[src/rtl/mem_bus_arbiter.sv]
// Two-master Wishbone arbiter: round-robin grant held until ack, with a
// watchdog that ends transactions the slave never acknowledges.
module mem_bus_arbiter #(
    parameter int unsigned TIMEOUT = 1023,
    parameter int unsigned CNT_W   = 10
) (
    input  logic        clk_i,
    input  logic        rst_i,
    input  logic        m0_stb_i,
    input  logic        m1_stb_i,
    input  logic        m0_we_i,
    input  logic        m1_we_i,
    input  logic [31:0] m0_adr_i,
    input  logic [31:0] m1_adr_i,
    input  logic [31:0] m0_dat_i,
    input  logic [31:0] m1_dat_i,
    input  logic [3:0]  m0_sel_i,
    input  logic [3:0]  m1_sel_i,
    output logic [31:0] m0_dat_o,
    output logic [31:0] m1_dat_o,
    output logic        m0_ack_o,
    output logic        m1_ack_o,
    output logic        m0_err_o,
    output logic        m1_err_o,
    output logic        s_stb_o,
    output logic        s_we_o,
    output logic [31:0] s_adr_o,
    output logic [31:0] s_dat_o,
    output logic [3:0]  s_sel_o,
    input  logic [31:0] s_dat_i,
    input  logic        s_ack_i,
    output logic        owner_o,
    output logic        busy_o,
    output logic [7:0]  timeout_cnt_o
);

    typedef enum logic [0:0] {StIdle, StBusy} state_e;

    state_e           state_q, state_d;
    logic             owner_q, owner_d;
    logic             last_grant_q, last_grant_d;
    logic [CNT_W-1:0] wd_cnt_q, wd_cnt_d;
    logic [7:0]       timeout_cnt_q, timeout_cnt_d;
    logic             m0_err_q, m0_err_d;
    logic             m1_err_q, m1_err_d;

    logic             busy;
    logic             owner_stb;
    logic             timeout_hit;
    logic             grant;

    assign busy        = (state_q == StBusy);
    assign owner_stb   = owner_q ? m1_stb_i : m0_stb_i;
    // Last BUSY cycle the watchdog allows; ack or a dropped strobe take priority.
    assign timeout_hit = busy && owner_stb && !s_ack_i &&
                         (wd_cnt_q == CNT_W'(TIMEOUT - 1));

    assign m0_dat_o      = s_dat_i;
    assign m1_dat_o      = s_dat_i;
    assign owner_o       = owner_q;
    assign busy_o        = busy;
    assign timeout_cnt_o = timeout_cnt_q;
    assign m0_err_o      = m0_err_q;
    assign m1_err_o      = m1_err_q;

    // Slave-side mux from the owner; everything is forced low outside BUSY.
    always_comb begin
        s_stb_o = 1'b0;
        s_we_o  = 1'b0;
        s_adr_o = 32'd0;
        s_dat_o = 32'd0;
        s_sel_o = 4'd0;
        if (busy) begin
            s_stb_o = owner_stb;
            s_we_o  = owner_q ? m1_we_i  : m0_we_i;
            s_adr_o = owner_q ? m1_adr_i : m0_adr_i;
            s_dat_o = owner_q ? m1_dat_i : m0_dat_i;
            s_sel_o = owner_q ? m1_sel_i : m0_sel_i;
        end
    end

    // Ack goes only to the owner, and only while its strobe reaches the slave.
    always_comb begin
        m0_ack_o = s_ack_i && s_stb_o && !owner_q;
        m1_ack_o = s_ack_i && s_stb_o && owner_q;
    end

    // Next-state logic: grant selection, BUSY exit and watchdog.
    always_comb begin
        state_d       = state_q;
        owner_d       = owner_q;
        last_grant_d  = last_grant_q;
        wd_cnt_d      = wd_cnt_q;
        timeout_cnt_d = timeout_cnt_q;
        m0_err_d      = 1'b0;
        m1_err_d      = 1'b0;
        grant         = (m0_stb_i && m1_stb_i) ? ~last_grant_q : m1_stb_i;

        unique case (state_q)
            StIdle: begin
                if (m0_stb_i || m1_stb_i) begin
                    state_d      = StBusy;
                    owner_d      = grant;
                    last_grant_d = grant;
                    wd_cnt_d     = '0;
                end
            end
            StBusy: begin
                if (s_ack_i || !owner_stb) begin
                    state_d = StIdle;
                end else if (timeout_hit) begin
                    state_d  = StIdle;
                    m0_err_d = !owner_q;
                    m1_err_d = owner_q;
                    if (timeout_cnt_q != 8'hFF) begin
                        timeout_cnt_d = timeout_cnt_q + 8'd1;
                    end
                end else begin
                    wd_cnt_d = wd_cnt_q + CNT_W'(1);
                end
            end
            default: state_d = StIdle;
        endcase
    end

    // State registers; last_grant resets to 1 so master 0 wins the first tie.
    always_ff @(posedge clk_i or posedge rst_i) begin
        if (rst_i) begin
            state_q       <= StIdle;
            owner_q       <= 1'b0;
            last_grant_q  <= 1'b1;
            wd_cnt_q      <= '0;
            timeout_cnt_q <= 8'd0;
            m0_err_q      <= 1'b0;
            m1_err_q      <= 1'b0;
        end else begin
            state_q       <= state_d;
            owner_q       <= owner_d;
            last_grant_q  <= last_grant_d;
            wd_cnt_q      <= wd_cnt_d;
            timeout_cnt_q <= timeout_cnt_d;
            m0_err_q      <= m0_err_d;
            m1_err_q      <= m1_err_d;
        end
    end

endmodule

[config.mk]
export PLATFORM = sky130hd
export DESIGN_NAME = mem_bus_arbiter
export DESIGN_NICKNAME = d
export VERILOG_FILES = /design/src/rtl/mem_bus_arbiter.sv
export SDC_FILE = /design/constraint.sdc
export NUM_CORES = 1
export LEC_CHECK = 0
export ABC_AREA = 0
export BUFFER_PORTS_ARGS = -buffer_cell sky130_fd_sc_hd__clkbuf_2
export CAP_MARGIN = 15
export CORE_AREA = 2 2 126 128
export CTS_BUF_LIST = sky130_fd_sc_hd__clkbuf_4 sky130_fd_sc_hd__clkbuf_8
export DETAILED_ROUTE_END_ITERATION = 7
export DIE_AREA = 0 0 128 130
export PLACE_DENSITY = 0.59
export SKIP_LAST_GASP = 1
export SLEW_MARGIN = 20
export SYNTH_ARGS = -nofsm -noshare
export SYNTH_HDL_FRONTEND = slang
export SYNTH_SLANG_ARGS = --single-unit
[constraint.sdc]
create_clock -name clk_i -period 1.8 [get_ports clk_i]
set_input_delay 0.45 -clock clk_i [delete_from_list [all_inputs] [get_ports clk_i]]
set_output_delay 0.45 -clock clk_i [all_outputs]
set_load 0.1 [all_outputs]
Word-level counts from Yosys, hierarchy flattened
Index checks and enable logic that the tools add are counted.
{"block": "word_totals", "wordCells": 57, "ff_bits": 23, "out_inout_bits": 148}
{"block": "op_classes", "add_sub_neg": 2, "n_reduce_logical": 15, "n_bitwise": 3, "eq_ne": 5, "muxes": 25}
{"cell": "two-way mux 32 bit", "n": 4}
{"cell": "two-way mux 10 bit", "n": 3}
{"cell": "one-hot mux 10 bit (2 select lines)", "n": 1}
{"cell": "two-way mux 1 bit", "n": 14}
{"cell": "adder 10 x 1 -> 10 bit, second input constant", "n": 1}
{"cell": "equality test 10 bit, second input constant", "n": 1}
{"cell": "adder 8 x 1 -> 8 bit, second input constant", "n": 1}
{"cell": "two-way mux 4 bit", "n": 2}
{"cell": "!= test 8 bit, second input constant", "n": 1}
{"cell": "logical AND 1 bit", "n": 7}
{"cell": "!= test 2 bit, second input constant", "n": 3}
{"cell": "AND reduction 4 bit", "n": 1}
{"cell": "zero test 1 bit", "n": 3}
{"cell": "NOT 1 bit", "n": 3}
{"cell": "AND reduction 3 bit", "n": 1}
{"cell": "logical OR 1 bit", "n": 2}
{"cell": "one-hot mux 1 bit (2 select lines)", "n": 1}
{"cell": "AND reduction 2 bit", "n": 1}

Depth between registers and ports, before layout
{"block": "logic_depth", "ltp_word": 7, "ltp_mapped": 7, "ltp_nobuf": 6}

Least setup slack after synthesis
Ideal clock, no wire load.
{"block": "synth_timing", "kind": "register -> output", "from": "reg state_q (netlist: busy_o)", "to": "out m0_ack_o", "path_stages_with_launch": 5, "arrival_ns": 4.116, "setup_slack_ns": -2.766, "cell_sequence": "dfrtp_1 -> clkbuf_1 -> nor2b_1 -> nand2_1 -> nor2_1"}
{"block": "synth_via", "elab_chain_len": 3}
{"item": "from (decl)", "line_no": "39", "rtl": "state_e state_q, state_d;"}
{"item": "from (signal assigned)", "line_no": "129", "rtl": "state_q <= StIdle;"}
{"item": "from (signal assigned)", "line_no": "137", "rtl": "state_q <= state_d;"}
{"item": "two-way mux 1 bit", "line_no": "73", "rtl": "if (busy) begin"}
{"item": "net s_stb_o", "line_no": "25", "rtl": "output logic s_stb_o,"}
{"item": "logical AND 1 bit (2 in series)", "line_no": "84", "rtl": "m0_ack_o = s_ack_i && s_stb_o && !owner_q;"}
{"item": "to (decl)", "line_no": "21", "rtl": "output logic m0_ack_o,"}
The timed path passes the listed nets, and every way through them passes these cells.

Worst setup path after layout
{"block": "layout_timing", "from": "reg owner_q (netlist: owner_o)", "to": "out s_adr_o[1]"}
{"block": "layout_via", "elab_chain_len": 2}
{"item": "from (decl)", "line_no": "40", "rtl": "logic owner_q, owner_d;"}
{"item": "from (signal assigned)", "line_no": "138", "rtl": "owner_q <= owner_d;"}
{"item": "two-way mux 32 bit", "line_no": "76", "rtl": "s_adr_o = owner_q ? m1_adr_i : m0_adr_i;"}
{"item": "two-way mux 32 bit", "line_no": "73"}
{"item": "to (decl)", "line_no": "27", "rtl": "output logic [31:0] s_adr_o,"}
No other way between the ends.

==> impl_metrics.py <==
metrics = {
    "run_status": {
        "status": "finished, violations left",
        "violations": "setup timing",
    },
    "sta": {
        "rsz0062_at_grt": "true",
        "layout_worst_path_cycle_share_pct": 116,
        "worstMarginPinSlew_ns": 0.548,
        "max_clock_freq_mhz": 478,
        "final_hold_viol_count": 0,
        "report.final.slew_viol_count": 0,
        "layout_min_cycle_time_ns": 2.09,
        "report.final.setup_viol": 72,
        "setup_tns_ns": -17.05,
        "postLayoutSetupSlackWorst_ns": -0.290,
        "slew-limit-headroom_pct": 63.6,
        "fin_worst_skew_ns": 0.00211,
    },
    "global_routing": {
        "grt_pass1_vias": 3112,
        "grt_antenna_before_repair": 0,
        "grt_use_total_pct": 12.8,
        "globalRouteOverflowTotal": 0,
        "grt_pass1_wl_um": 17000,
        "largest_net_degree_at_the_start_of_global_routing": 41,
    },
    "final_layout": {
        "drive_gt1_share_pct": 73.0,
        "flow.area_growth_from_synthesis_pct": 95.4,
        "final_nets": 705,
        "antennaDiodeCount": 0,
        "final.fill_count": 1511,
    },
    "synthesis": {
        "yosysWarnings": 0,
        "syn_nets": 528,
        "post_synth_instance_area_um2": 2970,
        "synth_cell_type_count": 44,
        "yosys_most_used_dff": "dfrtp_1",
        "postSynthCellCount": 350,
        "postSynthRegisterBits": 23,
        "synth_edf_count": 0,
        "syn-mean-instance-area_um2": 8.48,
        "synth_seq_area_share_pct": 19.4,
        "synthArstFlopShare_pct": 100,
    },
    "worst_setup_path": {
        "timing.critical_path.from_type": "flip-flop",
        "path_max_fanout": 16,
        "rr_worst_depth": 5,
        "worst-endpoint-arrival_ns": 1.64,
        "cp.required_ns": 1.35,
        "critical_path.endpoint_type": "output pin",
        "worst-setup-path-type": "reg -> out",
    },
    "placed_design": {
        "hpwlAfterDp_um": 9350,
        "port-buffer-count": 226,
        "dp_worst_setup_slack_ns": -0.0275,
        "place.gp.congestion": 0.791,
    },
    "die": {
        "effective_utilization_at_floorplan_pct": 19.2,
        "core_region_area_um2": 15400,
        "die_x_um": 128,
        "fp.dieH_um": 130,
        "io_pins": 323,
        "floorplan.rows": 46,
        "floorplan.die_area_um2": 16600,
    },
    "detailed_routing": {
        "detail_route.wirelength_um": 11000,
        "route.top_layer_used": "met4",
        "drc_errors": 0,
        "final_antenna_net_count": 0,
        "drt_first_pass_iters": 6,
        "drt-vias-per-instance": 4.30,
        "m1WireLength_um": 4050,
        "dr_wl_met3_um": 775,
        "wl_per_cell_um": 15.3,
        "detailroute.via_count": 3088,
        "initial_drc_count": 70,
        "detailroute.wirelength.met2_um": 6090,
    },
    "clock_network": {
        "cts_tree": "done",
        "numClockSinks": 23,
        "cts.htree.levels": 1,
        "cts.root.buffer_cell": "clkbuf_8",
        "clk-insertion-delay-late_ns": 0.27,
        "cts-buffers-inserted": 3,
        "cts_post_setup_buffers_inserted": 0,
        "cts_max_path_buffers": 2,
        "worst_setup_hold_path_clk_slew_ns": 0.09,
    },
    "min_path": {
        "hold_path.class": "in -> async",
    },
    "power": {
        "vdd.ir_drop.worst_mv": 1.01,
        "power.leakage_nw": 2.79,
        "cellPowerDensity_nw_per_um2": 1950,
        "totalPowerFinal_mw": 11.3,
    },
    "flow_run": {
        "timing.max_cap.violations": 0,
    },
}
## area by class of cell
| cell class | instances | area, um2 | area share [%] |
|---|---|---|---|
| tap | 192 | 240 | 4.14 |
| inverter | 5 | 18.8 | 0.324 |
| multi-input combinational | 238 | 2390 | 41.2 |
| sequential | 23 | 594 | 10.3 |
| clock buffer | 3 | 41.3 | 0.712 |
| clock inverter | 1 | 5.00 | 0.0863 |
| timing repair buffer | 256 | 2510 | 43.3 |
## registers in the layout, indices dropped and copies added, names as in the netlist
signal / cells
wd_cnt_q: 10
owner_o: 1
busy_o: 1
m0_err_o: 1
timeout_cnt_o: 8
m1_err_o: 1
last_grant_q: 1
## stage by stage
step	std cells	instance area, um2	hold slack, ns	util, %
2_1_floorplan	350	3500	0.451	-
3_3_place_gp	714	5620	0.475	36.4
3_5_place_dp	714	5620	0.488	36.4
4_1_cts	718	5760	0.193	37.3
5_1_grt	718	5800	0.200	37.6
6_report	718	5800	0.187	37.6
## synthesized netlist by cell type (4+ instances only)
library cell	count	area share [%]
o211ai_1	5	1.3
clkbuf_1	10	1.3
inv_1	4	0.51
nand2_1	9	1.1
nand4_1	7	1.5
mux2i_1	70	24
buf_4	64	16
and3_1	6	1.3
nor2_1	5	0.63
o21ai_0	8	1.3
nand3_1	13	2.2
nor2b_1	72	15
buf_2	8	1.3
xnor2_1	5	1.5
dfrtp_1	22	19
nand2b_1	4	0.84
## layer usage
metal	up-vias	GRT usage, %
met3	8	2.09
met2	172	25.6
met4	0	1.49
met1	1419	14.6
li1	1489	-
met5	-	0
## report_power, final
group          total, mW  internal (mW)  switching [mW]
Combinational       10.2           4.04            6.15
Clock              0.338          0.155           0.183
Sequential         0.801          0.629           0.172
## worst max-delay path, stage by stage (launching register included)
cell     delay, ns
dfrtp_4       0.58
buf_12        0.19
mux2i_1       0.13
buf_4         0.14
nor2b_4       0.13
buf_12        0.18
## final timing paths
path / start / slack (ns) / to
hold reg to reg: last_grant_q / 0.50 / last_grant_q
setup reg to reg: owner_o / 0.08 / wd_cnt_q[6]
max in group asynchronous: rst_i / 1.33 / last_grant_q
min in group clk_i: m1_stb_i / 0.46 / last_grant_q
setup / recovery: owner_o / -0.29 / s_adr_o[1]
hold / removal: rst_i / 0.19 / timeout_cnt_o[3]
## timing repair
| action | in CTS | in global routing |
|---|---|---|
| hold buffers | 0 | 0 |
| gates resized for setup | 25 | 10 |
| endpoints found under the setup margin | 72 | 82 |
| gates cloned | 0 | 0 |
## layout by cell type, fill, tap and decap left out, types with 7 or more instances in the layout
master and instances:
clkbuf_2 152, buf_4 25, mux2i_2 31, nand3_1 13, o21ai_0 8, nor2b_4 55
nand4_1 7, dfrtp_2 8, nor2b_2 15, nand2_1 9, mux2i_1 39, buf_12 77
dfrtp_1 12
## cells by family (layout without fill, tap and decap cells)
| logic type | count (synthesis) | in the layout | share of synthesized area (%) |
|---|---|---|---|
| simple gates | 129 | 129 | 26.7 |
| buf+inv | 89 | 265 | 19.9 |
| mux | 71 | 71 | 24.0 |
| compound gates | 30 | 30 | 7.17 |
| flops | 23 | 23 | 19.4 |
| xor+xnor | 5 | 5 | 1.48 |
| fa+ha+maj | 3 | 3 | 1.26 |
Note: power is estimated with default switching activity, not from simulation.
